## src/rtl/alu_control.sv

```systemverilog
// rtl/alu_control.sv - registered funct decoder feeding ALU/Shifter/Multiplier/MUX
// Sequences multi-cycle MULTU with a busy flag and a one-cycle HiLo write strobe.
module alu_control #(
  parameter int CYCLES = 32
) (
  input  logic       clk,
  input  logic       reset,
  input  logic [5:0] Signal,
  output logic [5:0] SignaltoALU,
  output logic [5:0] SignaltoSHT,
  output logic [5:0] SignaltoMULT,
  output logic [5:0] SignaltoMUX,
  output logic       hilo_we,
  output logic       busy
);

  localparam logic [5:0] F_ADD   = 6'b100000;
  localparam logic [5:0] F_SUB   = 6'b100010;
  localparam logic [5:0] F_AND   = 6'b100100;
  localparam logic [5:0] F_OR    = 6'b100101;
  localparam logic [5:0] F_SLT   = 6'b101010;
  localparam logic [5:0] F_SRL   = 6'b000010;
  localparam logic [5:0] F_MULTU = 6'b011001;
  localparam logic [5:0] F_MFHI  = 6'b010000;
  localparam logic [5:0] F_MFLO  = 6'b010010;

  // hilo_we is registered, so it is raised one edge early to be high while cnt == LAST
  localparam logic [4:0] LAST = 5'(CYCLES - 1);
  localparam logic [4:0] PRE  = 5'(CYCLES - 2);

  typedef enum logic {IDLE, MULT} state_t;

  state_t     state, state_n;
  logic [4:0] cnt, cnt_n;
  logic [5:0] alu_n, sht_n, mult_n, mux_n;
  logic       we_n, busy_n;

  always_ff @(posedge clk) begin
    if (reset) begin
      state        <= IDLE;
      cnt          <= '0;
      SignaltoALU  <= '0;
      SignaltoSHT  <= '0;
      SignaltoMULT <= '0;
      SignaltoMUX  <= '0;
      hilo_we      <= 1'b0;
      busy         <= 1'b0;
    end else begin
      state        <= state_n;
      cnt          <= cnt_n;
      SignaltoALU  <= alu_n;
      SignaltoSHT  <= sht_n;
      SignaltoMULT <= mult_n;
      SignaltoMUX  <= mux_n;
      hilo_we      <= we_n;
      busy         <= busy_n;
    end
  end

  always_comb begin
    state_n = state;
    cnt_n   = cnt;
    alu_n   = '0;
    sht_n   = '0;
    mult_n  = '0;
    mux_n   = '0;
    we_n    = 1'b0;
    busy_n  = 1'b0;
    case (state)
      IDLE: begin
        case (Signal)
          F_ADD, F_SUB, F_AND, F_OR, F_SLT: begin
            alu_n = Signal;
            mux_n = Signal;
          end
          F_SRL: begin
            sht_n = F_SRL;
            mux_n = F_SRL;
          end
          F_MFHI, F_MFLO: mux_n = Signal;
          F_MULTU: begin
            state_n = MULT;
            cnt_n   = '0;
            mult_n  = F_MULTU;
            busy_n  = 1'b1;
          end
          default: ;
        endcase
      end
      MULT: begin
        // Signal is deliberately not looked at here, including on the exit edge
        if (cnt == LAST) begin
          state_n = IDLE;
          cnt_n   = '0;
        end else begin
          cnt_n  = cnt + 5'd1;
          mult_n = F_MULTU;
          busy_n = 1'b1;
          we_n   = (cnt == PRE);
        end
      end
      default: state_n = IDLE;
    endcase
  end

endmodule

```

## config.mk

```make
export PLATFORM = sky130hd
export DESIGN_NAME = alu_control
export DESIGN_NICKNAME = d
export VERILOG_FILES = /design/src/rtl/alu_control.sv
export SDC_FILE = /design/constraint.sdc
export NUM_CORES = 1
export LEC_CHECK = 0
export ABC_AREA = 1
export CORE_MARGIN = 10
export CORE_UTILIZATION = 40
export CTS_BUF_LIST = sky130_fd_sc_hd__clkbuf_8
export DETAILED_ROUTE_END_ITERATION = 6
export GPL_TIMING_DRIVEN = 1
export MAX_ROUTING_LAYER = met4
export PLACE_DENSITY = 0.77
export SYNTH_ARGS = -nofsm -noshare
export SYNTH_HDL_FRONTEND = slang
export SYNTH_SLANG_ARGS = --single-unit
```

## constraint.sdc

```tcl
create_clock -name clk -period 1.34 [get_ports clk]
set_clock_uncertainty 0.15 [all_clocks]
set_input_delay 0.268 -clock clk [delete_from_list [all_inputs] [get_ports clk]]
set_output_delay 0.268 -clock clk [all_outputs]
set_load 0.05 [all_outputs]
```

=== After elaboration in Yosys (flattened, before gate mapping) ===
Index checks and enable logic that the tools add are counted.

* Mux-type cells: 11
* Shift operators: 0
* Reduce and logical (&&, ||, !) cells: 5
* Div/mod/pow operators: 0
* Equality and inequality tests: 12
* $add $sub $neg: 1
* Magnitude comparators: 0
* Bitwise operators: 2
* Multiply operators: 0

{| class="wikitable"
|+ Operators by type and width
! cell !! count
|-
| $eq 6x6->1 const B || 5
|-
| $pmux 6 s2 || 2
|-
| $mux 5 || 4
|-
| $eq 6x5->1 const B || 3
|-
| $eq 5x5->1 const B || 2
|-
| $pmux 5 s2 || 1
|-
| $reduce_or 7->1 || 1
|-
| $eq 6x2->1 const B || 1
|-
| $reduce_or 3->1 || 2
|-
| $add 5x1->5 const B || 1
|-
| $reduce_or 5->1 || 1
|-
| $mux 1 || 2
|-
| $mux 2 || 1
|-
| $ne 2x1->1 const B || 1
|-
| $not 1->1 || 2
|-
| $pmux 1 s2 || 1
|-
| $reduce_or 2->1 || 1
|}

* Memory bits (read-only): 0
* Register bits after elaboration: 31
* Input port bits: 8
* Word-level logic and storage cells: 38
* Memories kept: 0
* Output and inout port bits: 26
* RAM bits: 0
* Latch bits: 0

=== Logic depth before layout (Yosys ltp) ===
Gate-level depths: netlist of the first run.

* Depth after elaboration: 4
* Mapped depth: 7
* Gate-level depth less buffers: 7

=== Worst setup path after synthesis of the first run ===
Ideal clock, no wire load.

* Path type: register to register
* Start point: register SignaltoMULT[3] (netlist name)
* End point: register cnt[2]
* Clock period less this slack: 1522 ps
* Stages on the path, launching flop included: 5
* Required time: 1120 ps
* Setup slack: -182 ps
* Path buffers: 0
* Setup time: 70 ps
* Arrival time: 1302 ps
* Cells stage by stage: dfxtp_1 inv_1 nor2_4 o21ai_0 a21oi_1

{| class="wikitable"
|+ RTL lines
! item !! RTL line !! RTL
|-
| to (signal assigned) || 50 || <nowiki>cnt <= cnt_n;</nowiki>
|-
| to (decl) || 34 || <nowiki>logic [4:0] cnt, cnt_n;</nowiki>
|}

=== Worst setup path after layout of the first run ===
* Start point: register cnt[0]
* End point: register cnt[2]

* Word-level cells in the longest chain between the ends: 3
* Elaborated cells between the ends (all ways): 4
* Those cells by class: add/sub (1); eq/ne (1); mux (2)

{| class="wikitable"
|+ RTL lines
! item !! RTL line !! RTL
|-
| $add 5x1->5 / $eq 5x5->1 (equally long branches) || 96, 92 ||
|-
| $mux 5 (*) || 92 || <nowiki>if (cnt == LAST) begin</nowiki>
|-
| $pmux 5 s2 (*) || 69 || <nowiki>case (state)</nowiki>
|}

Mark *: on every way between the ends. The rest lies on a longest branch, timed or not.
A chain may end at the register's enable or synchronous reset.

==> impl_metrics.ini, run 1 <==
[routing]
vias = 860
drc = 0
drtAntennaViolNets = 0
wl_per_cell_um = 17.1
dr.first_iter.drc_count = 55
viasPerCell = 5.00
wl_um = 2940
drt-pass1-iter-count = 4

[status]
outcome = complete, but fails checks
violations = negative setup slack

[critical_path]
startpoint_type = flip-flop
crit_path_max_incr_delay_ns = 0.37
cp_max_fo = 5
path_cells = ha_4, inv_2, nor3_2, ha_2, nor2_4, o21ai_1, a21oi_1
end_kind = flip-flop
timing.rr.start = cnt[0]
cp-startpoint = cnt[0]
worstPathArrival_ns = 1.47
cp.required_ns = 1.39
path_class = flip-flop to flip-flop
slowest_stage = dfxtp_4

[finish]
multiInputGateArea_um2 = 450
fin_nets = 157
final_cells = 172
diodes = 0
final_cell_mix = buf_12, dfxtp_1, buf_4
seq_area_um2 = 409
postLayoutCellArea_um2 = 1570
fillers = 106
fin_util_pct = 77.6
areaGrowthSynthToFinish_pct = 77.9
final_common_cell = buf_12
drive_gt1_share_pct = 42.8

[placed_design]
io_buffers = 25
dp.final_hpwl_um = 1920
pre_cts_slack_ns = -0.318
place_inst = 164
dpl_cell_area_um2 = 1380
gp_congestion = 0.784

[power]
pwr_density_cell_nw_per_um2 = 929
p_leak_nw = 0.688
peakVddDrop_mv = 0.881

[sta]
min_period_ns = 1.42
finalHoldViolCount = 0
rsz0062_at_grt = true
setup_slack_ns = -0.0815
fmax_ghz = 0.703
slew_viol_final = 0
setup_viol = 11
finalCritPeriodShare_pct = 106

[clock_network]
cts.htree.levels = 1
cts_hold_buf = 0
clockBufferDepth = 2
clk_latency_ns = 0.27
cts.sinks = 20
cts_root_buf = clkbuf_8
cts.clk_slew.worst_paths_ns = 0.08
cts_tree = built
cts_made_buffers = 3

[grt]
grt_pass1_vias = 861
grt_usage_pct = 13.5
overflow = 0
antenna_found_initial = 0
grt_pass1_wl_um = 4350
grt_max_degree = 13

[floorplan]
start_util_pct = 43.6
core_area_um2 = 2020
die-width_um = 67.0
dieArea_um2 = 4480
dieHeight_um = 67.0
rows = 16
io_pins = 34

[min_path]
min_from = Signal[1]
hold_class = input port to flip-flop

[synthesis]
yosysUniqueCellTypes = 22
synth_seq_cells = 20
syn_area_um2 = 882
synth_area_per_cell_um2 = 8.40
ys_warn_count = 0
postSynthCellCount = 105
yosysSeqAreaShare_pct = 45.4

[flow_run]
cap_violations = 0
layer usage:
metal,global-route usage (%),up-vias,wire [um]
li1,-,401,-
met1,13.1,395,1170
met2,23.2,60,1490
met3,2.51,4,216
met4,10.3,0,66
met5,-,-,0
flip-flops by register name, summed over array words and instances, names as in the netlist:
signal and cells:
SignaltoALU 6, SignaltoMULT 1, SignaltoMUX 6, SignaltoSHT 1, cnt 5, hilo_we 1
critical path, delay by kind of cell (launching register included):
family,cells,cell delay (ns)
compound gates,2,0.24
fa+ha+maj,2,0.35
buf+inv,1,0.06
flops,1,0.37
simple gates,2,0.19
path summary, 6_finish.rpt:
kind / endpoint / slack [ns] / cells after the start
min reg2reg: hilo_we / 0.39 / 2
min: SignaltoSHT[1] / 0.27 / 3
max: cnt[2] / -0.08 / 7
max reg2reg: cnt[2] / -0.08 / 7
timing repair:
action                                  4_1_cts  5_1_grt
pin swaps                                     2        6
endpoints found under the setup margin       13       20
gates cloned                                  0        1
buffers inserted                              1        2
resized for setup                             8       15
hold endpoints to repair                      0        0
logic make-up (layout without fill, tap and decap cells):
family          count (synthesis)  after routing  synth area share (%)
compound gates                 10             10                  5.82
other cells                     1              9                 0.425
flops                          20             20                  45.4
buf+inv                        25             56                  16.2
fa+ha+maj                       3              3                  4.26
simple gates                   46             47                  27.9
layout make-up:
cell class	instances	share of cell area [%]
inverter	13	3.27
timing repair buffer	39	35.2
tap	27	2.15
clock buffer	3	2.63
multi-input combinational	69	28.7
clock inverter	1	1.91
sequential	20	26.1
power by group:
group | total (W) | internal (W) | switching, W
Clock | 0.000610 | 0.000399 | 0.000210
Combinational | 0.000240 | 0.0000831 | 0.000157
Sequential | 0.000608 | 0.000600 | 0.00000794
Total | 0.00146 | 0.00108 | 0.000375
synth_stat cells:
| master | number | share of area (%) |
|---|---|---|
| nor2_2 | 1 | 0.71 |
| nor2_4 | 2 | 2.6 |
| a31oi_1 | 1 | 0.71 |
| inv_1 | 10 | 4.3 |
| o21ai_1 | 1 | 0.57 |
| nor3b_2 | 1 | 1.4 |
| o21ai_0 | 2 | 1.1 |
| buf_4 | 11 | 9.4 |
| nand3_1 | 6 | 3.4 |
| nand4_4 | 1 | 2.4 |
| nand4_1 | 2 | 1.4 |
| nand3_2 | 1 | 1.1 |
| nor3_1 | 7 | 4.0 |
| or2_0 | 1 | 0.71 |
| buf_6 | 1 | 1.3 |
| conb_1 | 1 | 0.43 |
| ha_1 | 3 | 4.3 |
| inv_2 | 3 | 1.3 |
| dfxtp_1 | 20 | 45 |
| nand2_1 | 13 | 5.5 |
| nor2_1 | 11 | 4.7 |
| a21oi_1 | 6 | 3.4 |
metrics by stage:
| step | TNS, ns | hold slack [ns] | total power, W |
|---|---|---|---|
| 2_1_floorplan | -0.00159 | 0.180 | 0.000767 |
| 3_3_place_gp | -3.09 | 0.287 | 0.000837 |
| 3_5_place_dp | -3.88 | 0.315 | 0.000842 |
| 4_1_cts | -0.279 | 0.377 | 0.00145 |
| 5_1_grt | -1.21 | 0.291 | 0.00150 |
| 6_report | -0.347 | 0.275 | 0.00146 |
(Power assumes the default switching activity.)
==> inputs of run 2 (changes only) <==
- CORE_UTILIZATION: 40 -> 38
- CTS_BUF_LIST: sky130_fd_sc_hd__clkbuf_8 -> default
- PLACE_DENSITY: 0.77 -> 0.74
==> run 2 against run 1 <==
- count of clock-buffer cells in the layout did not move
- combinational power decreased by 6%
- the run still ends with negative setup slack left
- global-route usage down 2.4 points
- flip-flop and latch count did not move
- register-to-register slack barely moved
==> impl_metrics.ini, run 2 (same netlist as run 1, synthesis figures left out) <==
[status]
outcome = complete, but fails checks
violations = negative setup slack

[placed_design]
dp.final_hpwl_um = 1880
io_buffers = 25
gp_congestion = 0.814
place_inst = 166
dpl_cell_area_um2 = 1390

[flow_run]
cap_violations = 0

[power]
power.share.combinational_pct = 20.1
netSwitchingFraction_pct = 29.3
pwr_density_cell_nw_per_um2 = 757
seq_power_share_pct = 54.7
p_int_w = 0.000791
peakVddDrop_mv = 0.497
finalPower_w = 0.00112
p_leak_nw = 0.637
p_switching_w = 0.000327
clkPwrFrac_pct = 25.2

[routing]
wl_met1_um = 894
routed-wl-met2_um = 1310
wl_met3_um = 129
vias = 803
drtAntennaViolNets = 0
viasPerCell = 4.67
wl_per_cell_um = 13.9
drt-pass1-iter-count = 4
dr.first_iter.drc_count = 26
drc = 0
wl_um = 2390
top_layer = met4

[sta]
rsz0062_at_grt = true
fmax_ghz = 0.703
setup_slack_ns = -0.0830
finalCritPeriodShare_pct = 106
finalHoldViolCount = 0
setup_viol = 9
slew_viol_final = 0
min_period_ns = 1.42
whs_ns = 0.342

[floorplan]
rows = 17
start_util_pct = 39.9
core_area_um2 = 2210
dieHeight_um = 68.2
dieArea_um2 = 4650
io_pins = 34
die-width_um = 68.2

[grt]
overflow = 0
grt_pass1_wl_um = 3740
grt_pass1_vias = 856
antenna_found_initial = 0
grt_usage_pct = 11.1
grt_max_degree = 13

[min_path]
whs_path_depth = 2
min_to = cnt[4]
min_from = SignaltoMULT[3]
hold_class = flip-flop to flip-flop

[finish]
areaGrowthSynthToFinish_pct = 67.4
fin_util_pct = 66.7
postLayoutCellArea_um2 = 1480
final_cells = 172
diodes = 0
drive_gt1_share_pct = 40.3
final_common_cell = buf_12
final_cell_mix = buf_12, dfxtp_1, buf_4
reg_top3 = SignaltoALU x6, SignaltoMUX x6, cnt x5
fin_nets = 157

[critical_path]
cp-startpoint = cnt[0]
cp_max_fo = 5
crit_path_max_incr_delay_ns = 0.38
timing.rr.start = cnt[0]
path_cells = ha_4, inv_4, nor3_4, ha_2, nor2_4, a31oi_1, a21oi_1
reg2reg_to = cnt[2]
slowest_stage = dfxtp_2
regToRegSetupSlack_ns = -0.08
cp.required_ns = 1.40
end_kind = flip-flop
worstPathArrival_ns = 1.48
path_class = flip-flop to flip-flop
startpoint_type = flip-flop
r2r_cells = 7

[clock_network]
cts_made_buffers = 3
cts.sinks = 20
cts.htree.levels = 1
clockBufferDepth = 2
cts_tree = built
cts.clk_slew.worst_paths_ns = 0.10
cts_root_buf = clkbuf_4
clk_latency_ns = 0.30
cts_hold_buf = 0
[run 2: changes by cell type in the layout (fill, tap and decap cells not counted), moves of 2 or more]
| cell | previous run | this run |
|---|---|---|
| nand2_2 | 3 | 1 |
| clkdlybuf4s50_1 | 3 | 7 |
| nand2_1 | 10 | 12 |
| nor3_2 | 3 | 0 |
| clkbuf_4 | 0 | 3 |
| nor3_1 | 3 | 6 |
| dfxtp_4 | 2 | 0 |
| dlymetal6s2s_1 | 4 | 0 |
| dfxtp_2 | 1 | 3 |
| clkbuf_8 | 3 | 0 |
[run 2: worst max path at each step]
stage                     endpoint  slack, ns  cells after the start
global route                cnt[2]      -0.14                      7
detailed placement  SignaltoALU[1]      -0.26                      5
finish                      cnt[2]      -0.08                      7
CTS                         cnt[2]      -0.07                      7
global placement            cnt[0]      -0.21                      6
floorplan                   cnt[2]     -0.002                      7
[run 2: area by class of cell]
class,instances,area (um2)
Clock buffer,3,22.5
Timing Repair Buffer,40,547
Fill cell,171,736
Tap cell,28,35.0
Sequential cell,20,404
Multi-Input combinational cell,68,417
Inverter,13,51.3
[run 2: power by group through the flow]
stage	Combinational, W	Clock, W	Sequential [W]
2_1_floorplan	0.000116	0	0.000651
3_3_place_gp	0.000215	0	0.000625
3_5_place_dp	0.000221	0	0.000625
4_1_cts	0.000222	0.000290	0.000612
5_1_grt	0.000238	0.000319	0.000613
6_report	0.000225	0.000282	0.000612
[run 2: repair_timing]
action	in CTS	in global routing
hold endpoints to repair	0	0
gates resized for setup	5	8
setup endpoints to repair	11	11
pin swaps	4	8
buffers inserted	1	2
[run 2: stage by stage]
stage / worst slack (ns) / TNS (ns)
floorplan: -0.00159 / -0.00159
global placement: -0.211 / -2.86
detailed placement: -0.258 / -3.52
CTS: -0.0704 / -0.516
global route: -0.137 / -1.01
finish: -0.0830 / -0.432
[run 2: layer usage]
layer / global-route usage [%] / up-vias
met5: - / -
met1: 9.22 / 374
met3: 2.28 / 5
met4: 6.03 / 0
li1: - / 396
met2: 22.1 / 28
[run 2: critical path: cells and delay by family, from the launching register on]
kind | cells | cell delay (ns)
flip-flops | 1 | 0.38
adder cells (fa/ha/maj) | 2 | 0.37
AO/OA/AOI/OAI | 2 | 0.23
AND/OR/NAND/NOR | 2 | 0.15
buffers and inverters | 1 | 0.04
==> inputs of run 3 (changes only) <==
--- a/constraint.sdc
+++ b/constraint.sdc
@@ -3,3 +3,3 @@
 set_input_delay 0.268 -clock clk [delete_from_list [all_inputs] [get_ports clk]]
 set_output_delay 0.268 -clock clk [all_outputs]
-set_load 0.05 [all_outputs]
+set_load 0.01 [all_outputs]
==> run 3 against run 2 <==
- the run still ends with negative setup slack left
- flip-flop and latch count unchanged
- count of clock-buffer cells in the layout increased by 1
- final cell count is 1.2% higher
- combinational power down 42%
- via count is 5.0% higher
==> impl_metrics.ini, run 3 (same netlist as run 1, synthesis figures left out) <==
[status]
outcome = complete, but fails checks
violations = negative setup slack

[clock_network]
cts.htree.levels = 1
cts_tree = built
cts.sinks = 20
clk_latency_ns = 0.29
clockBufferDepth = 2
cts_root_buf = clkbuf_4
cts_made_buffers = 3
cts.clk_slew.worst_paths_ns = 0.11

[routing]
vias = 843
drt-pass1-iter-count = 4
wl_per_cell_um = 13.3
dr.first_iter.drc_count = 56
drtAntennaViolNets = 0
drc = 0
viasPerCell = 4.84
wl_um = 2320

[floorplan]
dieHeight_um = 68.2
die-width_um = 68.2
start_util_pct = 39.9
io_pins = 34
rows = 17
dieArea_um2 = 4650
core_area_um2 = 2210

[finish]
areaGrowthSynthToFinish_pct = 49.4
reg_top3 = SignaltoALU x6, SignaltoMUX x6, cnt x5
final_cells = 174
fin_nets = 158
fillers = 186
final_common_cell = dfxtp_1
multiInputGateArea_um2 = 438
seq_area_um2 = 412
diodes = 0
drive_gt1_share_pct = 32.2
final_cell_mix = dfxtp_1, buf_4, nand2_1

[min_path]
hold_class = input port to flip-flop

[flow_run]
cap_violations = 0

[critical_path]
path_class = flip-flop to flip-flop
cp.required_ns = 1.38
worstPathArrival_ns = 1.45
cp_max_fo = 5
end_kind = flip-flop
startpoint_type = flip-flop

[grt]
antenna_found_initial = 0
grt_pass1_wl_um = 3220
overflow = 0
grt_pass1_vias = 758
grt_max_degree = 13
grt_usage_pct = 9.14

[sta]
finalSetupTns_ns = -0.192
setup_viol = 5
min_period_ns = 1.40
slew_viol_final = 0
setup_slack_ns = -0.0646
finalHoldViolCount = 0
whs_ns = 0.240
fmax_ghz = 0.712
rsz0062_at_grt = true
finalCritPeriodShare_pct = 105

[power]
pwr_density_cell_nw_per_um2 = 818
p_leak_nw = 0.631
peakVddDrop_mv = 0.459

[placed_design]
gp_congestion = 0.832
io_buffers = 25
place_inst = 167
dp.final_hpwl_um = 1670
## run 3: path summary, 6_finish.rpt
path / startpoint / endpoint / slack, ns / cells past startpoint
setup / recovery: cnt[1] / cnt[0] / -0.06 / 7
hold reg to reg: cnt[4] / hilo_we / 0.41 / 2
setup reg to reg: cnt[1] / cnt[0] / -0.06 / 7
hold / removal: Signal[1] / SignaltoSHT[1] / 0.24 / 3
## run 3: layer usage
layer,track usage [%],vias up,part of all wire (%)
met4,4.52,0,3.9
met3,1.79,10,7.5
li1,-,400,-
met5,-,-,0
met2,16.6,41,48
met1,9.05,392,41
## run 3: cell type report
type	count	area share (%)
multi-input combinational	68	33.2
timing repair buffer	41	26.2
tap	28	2.66
sequential	20	31.2
clock buffer	4	2.75
inverter	13	3.89
## run 3: power breakdown
| group | internal, W | switching (W) |
|---|---|---|
| combinational | 0.0000548 | 0.0000748 |
| clock | 0.000166 | 0.000181 |
| sequential | 0.000598 | 0.00000288 |
## run 3: per-stage QoR
step	worst slack (ns)	utilization, %	power (W)	instance area [um2]
after floorplan	-0.00407	-	0.000698	922
after global routing	-0.149	59.6	0.00112	1320
after detailed placement	-0.248	54.8	0.000749	1210
after CTS	-0.0453	56.4	0.00108	1250
after global placement	-0.197	54.8	0.000745	1210
final	-0.0646	59.6	0.00108	1320
## run 3: timing repair
action | in CTS | in global routing
resized for setup | 30 | 25
endpoints found under the setup margin | 25 | 18
hold buffers | 0 | 0
setup buffers | 0 | 3
pin swaps | 3 | 8
## run 3: worst max-delay path: stages, from the launching register on
cell	delay [ns]
dfxtp_4	0.38
ha_4	0.15
inv_4	0.04
nor3_4	0.16
ha_4	0.17
nor2_4	0.05
o21ai_1	0.14
a21oi_1	0.06
==> patch: new RTL, settings of run 2 <==
The output `busy` loses its register stage (`busy` becomes a continuous assignment). Comments in the files are not updated.
--- a/src/rtl/alu_control.sv
+++ b/src/rtl/alu_control.sv
@@ -44,7 +44,6 @@
       SignaltoMULT <= '0;
       SignaltoMUX  <= '0;
       hilo_we      <= 1'b0;
-      busy         <= 1'b0;
     end else begin
       state        <= state_n;
       cnt          <= cnt_n;
@@ -53,9 +52,10 @@
       SignaltoMULT <= mult_n;
       SignaltoMUX  <= mux_n;
       hilo_we      <= we_n;
-      busy         <= busy_n;
     end
   end
+
+  assign busy = busy_n;
 
   always_comb begin
     state_n = state;
Formal check against the unedited RTL: not equivalent (Yosys sat finds a counterexample within 4 cycles, from zero or initial values and one cycle with reset high).
==> patch against run 2 <==
The flow still finishes with violations (negative setup slack); total power increased by 8.7%; routed wire length increased by 42%; synthesized area decreased by 2.1%; first-iteration DRC count increased by 50%; worst setup slack got worse by 0.43 ns; sequential cell count unchanged; via count increased by 15%; combinational power increased by 26%; design area increased by 15%; largest cell class unchanged.
==> patch: results (changes against run 2) <==
| Metric | Value |
|---|---|
| CTS max path bufs | 2 (unchanged) |
| Final setup fails | 10 (+1) |
| Top flop regs | SignaltoALU (6), SignaltoMUX (6), cnt (5) |
| Largest cells by area after synthesis | dfxtp_1 46%, buf_4 9.6%, nor2_1 6.5% |
| FFs w/ async S/R, synth | 0% (unchanged) |
| WP data arrival | 1.43 ns (-0.05 ns) |
| Met1 wire length | 1160 um (+30%) |
| Reg clk slew, reported paths | 0.13 ns (+0.03 ns) |
| Layout cells sized above 1 | 53.0% (+13 points) |
| Num CTS Buffers | 3 (unchanged) |
| Crit path max fanout | 2 (-3) |
| Top routing layer in use | met4 |
| Fin nets | 176 (+12%) |
| Final antenna diode count | 0 (unchanged) |
| Total iterations of the first detailed-routing run | 4 (unchanged) |
| Post-synth top cells | 20 x dfxtp_1, 15 x nor2_1, 14 x nand2_1, 13 x inv_1, 11 x buf_4 |
| Ys Warns | 0 (unchanged) |
| Slowest stage delay, CP | 0.37 ns |
| Largest net degree at the start of global routing | 12 (-1) |
| Met3 routed WL | 134 um (+3.9%) |
| GRT overflow | 0 (unchanged) |
| Port Buf Inserts | 25 (unchanged) |
| P_leak | 0.772 nW (+21%) |
| Status | complete, but fails checks |
| Antenna violations before repair | 0 (unchanged) |
| Iter 0 DRT Violations | 39 (+50%) |
| Final worst setup slack | -0.512 ns (-0.429 ns) |
| Placed cell areas | 1520 um^2 (+9.4%) |
| Global Route Usage Sum | 13.6% (+2.5 points) |
| Vias in the first global route | 989 (+16%) |
| Drc violations | 0 (unchanged) |
| Crit-path leading delay family | flip-flops |
| CTS H-tree depth | 1 (unchanged) |
| VDD IR-drop max | 0.874 mV (+76%) |
| Hold WC Path Type | input pin to flip-flop |
| DR vias/cell | 4.81 (+3.1%) |
| Area grow syn2layout | 95.9% |
| DP Wirelength | 2060 um (+9.8%) |
| Number of enable flip-flop cells after synthesis | 0 (unchanged) |
| DR WL met2 | 1950 um (+49%) |
| Worst skew pair latency | 0.32 ns (+0.02 ns) |
| Failing checks | negative setup slack |
| First-pass GRT wire length | 4560 um (+22%) |
| Total Routed Length | 3380 um (+42%) |
| CP max-delay cell | dfxtp_4 |
| Fill cells | 128 (-25%) |
| Root Buffer | clkbuf_4 |
| Synth cell types | 20 (-9.1%) |
| GPL Wtd Cong | 0.892 (+9.6%) |
| Sequential share of the synthesized area | 46.4% (+0.99 points) |
[patch: area by class of cell]
class / count / share of cell area (%)
timing repair buffer: 56 / 40.3
multi-input combinational: 69 / 28.4
sequential: 20 / 24.2
inverter: 15 / 3.48
tap: 28 / 2.07
clock buffer: 3 / 1.33
clock inverter: 1 / 0.222
[patch: cells by family (layout without fill, tap and decap cells)]
logic type	after synthesis	after routing	synth area share, %
and+or+nand+nor	48	48	27.5
buffers and inverters	26	75	16.1
DFF	20	20	46.4
AOI/OAI and AO/OA	9	9	5.22
adders and majority gates	3	3	4.35
other	1	9	0.434
[patch: through the flow]
step	TNS (ns)	worst slack (ns)	std cells
6_report	-1.99	-0.512	192
5_1_grt	-2.70	-0.584	192
4_1_cts	-1.71	-0.523	191
3_5_place_dp	-6.43	-0.556	183
3_3_place_gp	-5.17	-0.534	183
2_1_floorplan	-0.132	-0.0506	115
[patch: repair_timing]
action	in CTS	in global routing
buffers inserted	4	1
setup endpoints to repair	19	20
gates resized for setup	25	14
pin swaps	10	7
[patch: path summary, 6_finish.rpt]
kind                            startpoint              end  slack, ns  cells after the start
worst max register to register      cnt[1]  SignaltoMULT[3]      -0.28                      9
worst min register to register      cnt[4]          hilo_we       0.36                      2
worst max-delay path                cnt[1]             busy      -0.51                      8
worst min-delay path             Signal[0]   SignaltoSHT[1]       0.15                      3
[patch: routing by layer]
layer  vias up  global-route usage (%)
met3         8                    4.13
met2        33                    25.5
met5         -                       -
li1        437                       -
met1       446                    12.3
met4         0                    6.15
[patch: power by group]
group | total [mW] | internal, mW | switching, mW
Combinational | 0.284 | 0.109 | 0.174
Sequential | 0.608 | 0.600 | 0.00829
Clock | 0.323 | 0.109 | 0.213
[patch: tightest hold or removal path: stages]
cell	delay, ns
dlymetal6s2s_1	0.12
buf_4	0.15
nor4_1	0.05
